--- config.mk ---
export PLATFORM = sky130hd
export DESIGN_NAME = mult_share_sched_flat
export DESIGN_NICKNAME = d
export VERILOG_FILES = /design/src/rtl/mult_share_sched_if.sv /design/src/rtl/mult_share_sched.sv /design/src/flat_wrapper.sv
export SDC_FILE = /design/constraint.sdc
export NUM_CORES = 1
export LEC_CHECK = 0
export ABC_AREA = 1
export CORE_MARGIN = 8
export CORE_UTILIZATION = 45
export DETAILED_ROUTE_END_ITERATION = 8
export PLACE_DENSITY_LB_ADDON = 0.12
export SLEW_MARGIN = 20
export SYNTH_ARGS = -nofsm -noshare
export SYNTH_HDL_FRONTEND = slang
export SYNTH_SLANG_ARGS = --single-unit
--- constraint.sdc ---
create_clock -name clock -period 1.5 [get_ports clock]
set_clock_uncertainty 0.15 [all_clocks]
set_input_delay 0.15 -clock clock [delete_from_list [all_inputs] [get_ports clock]]
set_output_delay 0.15 -clock clock [all_outputs]
set_load 0.03 [all_outputs]
--- src/rtl/mult_share_sched_if.sv ---
// Bundles the L+R / L-R request and result channels plus the shared multiplier handshake.
// Latency: none, wiring only.
// Backpressure: none; requests are fire-and-forget strobes, the scheduler absorbs them in pending registers.
//
// Signals
//   lpr_in/lpr_req/ks, lmr_in/lmr_req/kd : sample, strobe and 4-bit gain per channel
//   mult_start/mult_a/mult_b             : start pulse and registered operands to the multiplier
//   mult_ready/mult_r                    : multiplier done level and signed 23-bit product
//   lpr_out/lpr_valid, lmr_out/lmr_valid : scaled, saturated results with 1-cycle strobes
//   overrun, timeout_err                 : sticky overwrite flags {lmr, lpr} and WAIT-abort strobe
interface mult_share_sched_if;
    logic [17:0] lpr_in;
    logic        lpr_req;
    logic [3:0]  ks;
    logic [17:0] lmr_in;
    logic        lmr_req;
    logic [3:0]  kd;
    logic        mult_start;
    logic [17:0] mult_a;
    logic [4:0]  mult_b;
    logic        mult_ready;
    logic [22:0] mult_r;
    logic [17:0] lpr_out;
    logic        lpr_valid;
    logic [17:0] lmr_out;
    logic        lmr_valid;
    logic [1:0]  overrun;
    logic        timeout_err;

    // Scheduler side
    modport slave (
        input  lpr_in, lpr_req, ks, lmr_in, lmr_req, kd, mult_ready, mult_r,
        output mult_start, mult_a, mult_b, lpr_out, lpr_valid, lmr_out, lmr_valid,
               overrun, timeout_err
    );

    // Requester / multiplier side
    modport master (
        output lpr_in, lpr_req, ks, lmr_in, lmr_req, kd, mult_ready, mult_r,
        input  mult_start, mult_a, mult_b, lpr_out, lpr_valid, lmr_out, lmr_valid,
               overrun, timeout_err
    );
endinterface

--- src/rtl/mult_share_sched.sv ---
// Shares one 18x5 sequential multiplier between the L+R (Ks) and L-R (Kd) gain paths, round-robin.
// Latency: request to valid is 3 cycles plus the multiplier run time when idle.
// Backpressure: none; a new request overwrites an unserved pending sample and sets the sticky overrun bit.
//
// Ports
//   clock       : system clock, rising edge
//   reset       : asynchronous, active-low
//   bus (slave) : request/result channels and multiplier handshake, see mult_share_sched_if
module mult_share_sched #(
    parameter int SHIFT   = 3,   // arithmetic right shift applied to the product
    parameter int TIMEOUT = 63   // WAIT counter value at which the run is abandoned
) (
    input  logic              clock,
    input  logic              reset,
    mult_share_sched_if.slave bus
);
    typedef enum logic [1:0] {IDLE, START, WAIT, STORE} state_t;

    localparam logic CH_LPR = 1'b0;
    localparam logic CH_LMR = 1'b1;
    localparam logic [5:0]         TIMEOUT_CNT = 6'(TIMEOUT);
    localparam logic signed [22:0] SAT_MAX     = 23'sd131071;
    localparam logic signed [22:0] SAT_MIN     = -23'sd131072;

    state_t      state_q, state_d;

    // Per-channel pending sample registers
    logic [17:0] lpr_smp_q, lmr_smp_q;
    logic [3:0]  lpr_k_q, lmr_k_q;
    logic        lpr_pend_q, lmr_pend_q;
    logic [1:0]  overrun_q;

    logic        last_grant_q;   // channel served most recently
    logic        grant_q;        // channel currently owning the multiplier
    logic [17:0] mult_a_q;
    logic [4:0]  mult_b_q;
    logic [5:0]  cnt_q;
    logic        ready_prev_q;
    logic [22:0] prod_q;

    logic [17:0] lpr_out_q, lmr_out_q;
    logic        lpr_valid_q, lmr_valid_q, timeout_q;

    logic        grant_en, grant_ch, grant_lpr, grant_lmr;
    logic        ready_rise, abort;
    logic signed [22:0] shifted;
    logic [17:0] sat;

    // Only a fresh rising edge completes a run, so a ready level left over
    // from an earlier (or reset-interrupted) run cannot be taken as a result.
    assign ready_rise = bus.mult_ready & ~ready_prev_q;

    // Next state and grant decision
    always_comb begin
        state_d  = state_q;
        grant_en = 1'b0;
        grant_ch = ~last_grant_q;
        abort    = 1'b0;
        case (state_q)
            IDLE: begin
                if (lpr_pend_q && lmr_pend_q) begin
                    grant_en = 1'b1;
                    grant_ch = ~last_grant_q;
                end else if (lpr_pend_q) begin
                    grant_en = 1'b1;
                    grant_ch = CH_LPR;
                end else if (lmr_pend_q) begin
                    grant_en = 1'b1;
                    grant_ch = CH_LMR;
                end
                if (grant_en) begin
                    state_d = START;
                end
            end
            START: state_d = WAIT;
            WAIT: begin
                if (ready_rise) begin
                    state_d = STORE;
                end else if (cnt_q == TIMEOUT_CNT) begin
                    abort   = 1'b1;
                    state_d = IDLE;
                end
            end
            STORE:   state_d = IDLE;
            default: state_d = IDLE;
        endcase
    end

    assign grant_lpr = grant_en && (grant_ch == CH_LPR);
    assign grant_lmr = grant_en && (grant_ch == CH_LMR);

    always_ff @(posedge clock or negedge reset) begin
        if (!reset) begin
            state_q <= IDLE;
        end else begin
            state_q <= state_d;
        end
    end

    // Request capture. A request arriving in the grant cycle re-arms pend
    // (the granted copy is already on its way to the multiplier), so it is
    // not an overrun.
    always_ff @(posedge clock or negedge reset) begin
        if (!reset) begin
            lpr_smp_q  <= '0;
            lpr_k_q    <= '0;
            lpr_pend_q <= 1'b0;
            lmr_smp_q  <= '0;
            lmr_k_q    <= '0;
            lmr_pend_q <= 1'b0;
            overrun_q  <= '0;
        end else begin
            if (bus.lpr_req) begin
                lpr_smp_q  <= bus.lpr_in;
                lpr_k_q    <= bus.ks;
                lpr_pend_q <= 1'b1;
                if (lpr_pend_q && !grant_lpr) begin
                    overrun_q[0] <= 1'b1;
                end
            end else if (grant_lpr) begin
                lpr_pend_q <= 1'b0;
            end

            if (bus.lmr_req) begin
                lmr_smp_q  <= bus.lmr_in;
                lmr_k_q    <= bus.kd;
                lmr_pend_q <= 1'b1;
                if (lmr_pend_q && !grant_lmr) begin
                    overrun_q[1] <= 1'b1;
                end
            end else if (grant_lmr) begin
                lmr_pend_q <= 1'b0;
            end
        end
    end

    // Scale and saturate the registered product to 18-bit signed
    assign shifted = $signed(prod_q) >>> SHIFT;

    always_comb begin
        sat = shifted[17:0];
        if (shifted > SAT_MAX) begin
            sat = 18'h1FFFF;
        end else if (shifted < SAT_MIN) begin
            sat = 18'h20000;
        end
    end

    // Operand load, run supervision and result write-back
    always_ff @(posedge clock or negedge reset) begin
        if (!reset) begin
            last_grant_q <= CH_LMR;   // LpR wins the first tie
            grant_q      <= CH_LPR;
            mult_a_q     <= '0;
            mult_b_q     <= '0;
            cnt_q        <= '0;
            ready_prev_q <= 1'b0;
            prod_q       <= '0;
            lpr_out_q    <= '0;
            lmr_out_q    <= '0;
            lpr_valid_q  <= 1'b0;
            lmr_valid_q  <= 1'b0;
            timeout_q    <= 1'b0;
        end else begin
            ready_prev_q <= bus.mult_ready;
            lpr_valid_q  <= 1'b0;
            lmr_valid_q  <= 1'b0;
            timeout_q    <= abort;

            // Operands only change here, so they stay put through START and WAIT
            if (grant_en) begin
                grant_q      <= grant_ch;
                last_grant_q <= grant_ch;
                mult_a_q     <= grant_lpr ? lpr_smp_q : lmr_smp_q;
                mult_b_q     <= {1'b0, (grant_lpr ? lpr_k_q : lmr_k_q)};
            end

            if (state_q == START) begin
                cnt_q <= '0;
            end else if (state_q == WAIT) begin
                cnt_q <= cnt_q + 6'd1;
            end

            if (state_q == WAIT && ready_rise) begin
                prod_q <= bus.mult_r;
            end

            if (state_q == STORE) begin
                if (grant_q == CH_LPR) begin
                    lpr_out_q   <= sat;
                    lpr_valid_q <= 1'b1;
                end else begin
                    lmr_out_q   <= sat;
                    lmr_valid_q <= 1'b1;
                end
            end
        end
    end

    assign bus.mult_start  = (state_q == START);
    assign bus.mult_a      = mult_a_q;
    assign bus.mult_b      = mult_b_q;
    assign bus.lpr_out     = lpr_out_q;
    assign bus.lpr_valid   = lpr_valid_q;
    assign bus.lmr_out     = lmr_out_q;
    assign bus.lmr_valid   = lmr_valid_q;
    assign bus.overrun     = overrun_q;
    assign bus.timeout_err = timeout_q;
endmodule

--- src/flat_wrapper.sv ---
// flat-port wrapper written by rule: the top's interface ports become plain ports
module mult_share_sched_flat 
#(
    parameter int SHIFT   = 3,                                                   
    parameter int TIMEOUT = 63                                                      
)
  (clock, reset, bus_lpr_in, bus_lpr_req, bus_ks, bus_lmr_in, bus_lmr_req, bus_kd, bus_mult_ready, bus_mult_r, bus_mult_start, bus_mult_a, bus_mult_b, bus_lpr_out, bus_lpr_valid, bus_lmr_out, bus_lmr_valid, bus_overrun, bus_timeout_err);
  mult_share_sched_if bus_i ();
  input  logic clock;
  input  logic reset;
  input wire logic [$bits(bus_i.lpr_in)-1:0] bus_lpr_in;
  input wire logic [$bits(bus_i.lpr_req)-1:0] bus_lpr_req;
  input wire logic [$bits(bus_i.ks)-1:0] bus_ks;
  input wire logic [$bits(bus_i.lmr_in)-1:0] bus_lmr_in;
  input wire logic [$bits(bus_i.lmr_req)-1:0] bus_lmr_req;
  input wire logic [$bits(bus_i.kd)-1:0] bus_kd;
  input wire logic [$bits(bus_i.mult_ready)-1:0] bus_mult_ready;
  input wire logic [$bits(bus_i.mult_r)-1:0] bus_mult_r;
  output wire logic [$bits(bus_i.mult_start)-1:0] bus_mult_start;
  output wire logic [$bits(bus_i.mult_a)-1:0] bus_mult_a;
  output wire logic [$bits(bus_i.mult_b)-1:0] bus_mult_b;
  output wire logic [$bits(bus_i.lpr_out)-1:0] bus_lpr_out;
  output wire logic [$bits(bus_i.lpr_valid)-1:0] bus_lpr_valid;
  output wire logic [$bits(bus_i.lmr_out)-1:0] bus_lmr_out;
  output wire logic [$bits(bus_i.lmr_valid)-1:0] bus_lmr_valid;
  output wire logic [$bits(bus_i.overrun)-1:0] bus_overrun;
  output wire logic [$bits(bus_i.timeout_err)-1:0] bus_timeout_err;
  assign bus_i.lpr_in = bus_lpr_in;
  assign bus_i.lpr_req = bus_lpr_req;
  assign bus_i.ks = bus_ks;
  assign bus_i.lmr_in = bus_lmr_in;
  assign bus_i.lmr_req = bus_lmr_req;
  assign bus_i.kd = bus_kd;
  assign bus_i.mult_ready = bus_mult_ready;
  assign bus_i.mult_r = bus_mult_r;
  assign bus_mult_start = bus_i.mult_start;
  assign bus_mult_a = bus_i.mult_a;
  assign bus_mult_b = bus_i.mult_b;
  assign bus_lpr_out = bus_i.lpr_out;
  assign bus_lpr_valid = bus_i.lpr_valid;
  assign bus_lmr_out = bus_i.lmr_out;
  assign bus_lmr_valid = bus_i.lmr_valid;
  assign bus_overrun = bus_i.overrun;
  assign bus_timeout_err = bus_i.timeout_err;
  mult_share_sched #(.SHIFT(SHIFT), .TIMEOUT(TIMEOUT)) u_core (.clock(clock), .reset(reset), .bus(bus_i));
endmodule
==> flow_metrics.env <==
export IMPL_nNetsFinal=916
export IMPL_max_freq_mhz=636.2
export IMPL_synth_area_leaders="dfrtp_1, nand2_1, nand3_1, a21oi_1, nand4_1"
export IMPL_cp_required_ns=1.20
export IMPL_cts_sinks=140
export IMPL_cp_end_kind="output pin"
export IMPL_min_period_ns=1.572
export IMPL_n_antenna_cell=0
export IMPL_dr_pass1_iters=4
export IMPL_ys_types=27
export IMPL_seq_area_frac_synth_pct=59.91
export IMPL_drt_iter0_markers=347
export IMPL_whs_ns=0.05782
export IMPL_htree_levels=4
export IMPL_grt_pass1_wl_mm=25.07
export IMPL_rows=41
export IMPL_die_area_um2=16900
export IMPL_first_global_vias=5099
export IMPL_vias_per_cell=4.967
export IMPL_fin_ws_ns=-0.07181
export IMPL_root_buffer="clkbuf_16"
export IMPL_synth_top_cell_area_share_pct=59.47
export IMPL_path_max_fanout=4
export IMPL_hold_class="in2async"
export IMPL_area_growth_pct=45.84
export IMPL_synth_cells=675
export IMPL_slew_viol_final=0
export IMPL_max_cap_viol_count=0
export IMPL_tns_ns=-0.8735
export IMPL_powerDensity_nw_per_um2=2185
export IMPL_drt_drc_violations_left=0
export IMPL_setup_viol=50
export IMPL_syn_area_um2=5849
export IMPL_die_x_um=130.0
export IMPL_routed_wl_mm=15.89
export IMPL_syn_avg_cell_area_um2=8.666
export IMPL_leakage_uw=0.004357
export IMPL_start_kind="register"
export IMPL_hold_violations=0
export IMPL_ant_nets=0
export IMPL_yosys_warnings=0
export IMPL_grt_max_degree=37
export IMPL_port_buffers=132
export IMPL_period_share_pct=104.8
export IMPL_wl_per_cell_um=15.52
export IMPL_failed_checks="setup timing"
export IMPL_die_y_um=130.0
export IMPL_grt_setup_unrepaired="yes"
export IMPL_drive_gt1_share_pct=15.61
export IMPL_crit_arrival_ns=1.27
export IMPL_clk_pin_slew_ns=0.06
export IMPL_grtUsageTotal_pct=19.07
export IMPL_antenna_found_initial=0
export IMPL_setup_worst_path_start="u_core.state_q[0]"
export IMPL_top_level_ports=137
export IMPL_cts_tree="done"
export IMPL_overflow=0
export IMPL_clock_latency_ns=0.42
export IMPL_peakVddDrop_mv=0.9646
export IMPL_syn_num_nets=752
export IMPL_status="finished with violations"
export IMPL_critical_path_class="reg2out"
export IMPL_r2r_start="u_core.state_q[0]"
export IMPL_clockBufferDepth=2
export IMPL_finalWeightedCongestion=0.8286
export IMPL_core_um2=12670
export IMPL_yosys_register_bits=140
export IMPL_vias=5086
export IMPL_synth_largest_area_cell="dfrtp_1"
export IMPL_dpl_hpwl_mm=10.27
export IMPL_initial_utilization_pct=46.16
export IMPL_cts_inserted_buffers=17
-- cells by family after synthesis --
family	count (synthesis)	share of synthesized area, %
simple gates	400	28.17
flops	140	59.91
xor+xnor	1	0.1498
buf+inv	78	6.139
other cells	1	0.06411
compound gates	50	4.492
fa+ha+maj	5	1.070
-- flip-flops by register name, indices dropped and copies added, names as in the netlist, 2 cells and up --
signal / flops
u_core.lpr_smp_q: 18
u_core.bus.lpr_out: 18
u_core.cnt_q: 6
u_core.bus.lmr_out: 18
u_core.bus.overrun: 2
u_core.bus.mult_b: 4
u_core.prod_q: 20
u_core.bus.mult_a: 18
u_core.state_q: 2
u_core.lmr_k_q: 4
u_core.lmr_smp_q: 18
u_core.lpr_k_q: 4
-- repair_timing --
action                     in CTS  in global routing
gates resized for setup       102                 76
pin swaps                       3                  9
cloned                          2                  3
hold buffers                    1                  0
setup endpoints to repair      97                115
hold endpoints to repair      139                  0
buffers inserted                5                  6
-- Yosys cell counts (all sizes together) --
library cell and count:
nand3 52, nor3 1, o21ai 7, dfrtp 139
clkbuf 11, buf 24, xnor2 1, nand2 296
dfstp 1, o211ai 1, ha 5, a21boi 1
inv 41, nand4 24, nor2 27, conb 1
clkinv 2, a21oi 41
-- per-stage QoR --
| step | area (um2) | setup slack [ns] | power (uW) | utilization, % | instances |
|---|---|---|---|---|---|
| floorplan | 5864 | -0.02383 | 10340 | - | 675 |
| global placement | 7590 | -0.03911 | 13210 | 59.90 | 976 |
| detailed placement | 7590 | -0.1000 | 13400 | 59.90 | 976 |
| CTS | 8356 | -0.09582 | 18060 | 65.94 | 1016 |
| global route | 8531 | -0.1523 | 19700 | 67.33 | 1024 |
| finish | 8531 | -0.07181 | 18640 | 67.33 | 1024 |
-- per-layer routing --
metal	track usage (%)	routed length [um]
met1	22.57	6733
met2	31.67	7965
met3	5.916	966
met4	7.992	225
met5	0	0
-- cell type report --
class                      instances  area, um2
fill                            1058       4140
sequential                       140       3505
multi-input combinational        457       2117
timing repair buffer             180       1868
clock buffer                      18      439.2
clock inverter                    14      222.7
tap                              172      215.2
inverter                          43      163.9
-- power breakdown --
group          internal (uW)  switching, uW  leakage [uW]  total [uW]
Sequential              5050            749       0.00172        5800
Combinational           3230           4910       0.00231        8150
Clock                   3140           1560      0.000329        4700
-- critical path: stages, from the launching register on --
cell and delay (ns):
dfrtp_1 0.39, buf_4 0.16, ha_4 0.17, buf_12 0.13
-- placed cells by master (no fill, tap or decap), types with 3 or more instances in the layout --
master,instances
nand4_1,24
buf_4,24
clkbuf_16,19
clkinv_2,7
nand2_4,3
bufinv_16,6
inv_2,4
clkdlybuf4s15_2,3
clkdlybuf4s15_1,34
nor2_4,3
buf_12,13
o21ai_2,3
nand3_2,6
inv_1,36
nor2_1,23
a21oi_1,40
buf_6,8
clkbuf_2,15
nand3_1,44
dlygate4sd2_1,10
clkdlybuf4s50_1,67
nand2_2,3
nand2_1,290
dfrtp_1,139
o21ai_0,3
-- final timing paths --
check	to	slack (ns)	depth (start not counted)
max	bus_mult_start	-0.07	3
min reg2reg	u_core.bus.lpr_out[4]	0.32	2
max reg2reg	u_core.bus.mult_a[13]	-0.07	8
max in group asynchronous	u_core.bus.lmr_out[17]	0.52	3
min	u_core.bus.lmr_out[12]	0.06	2
min in group clock	u_core.lpr_smp_q[10]	0.12	3
(Power assumes the default switching activity.)
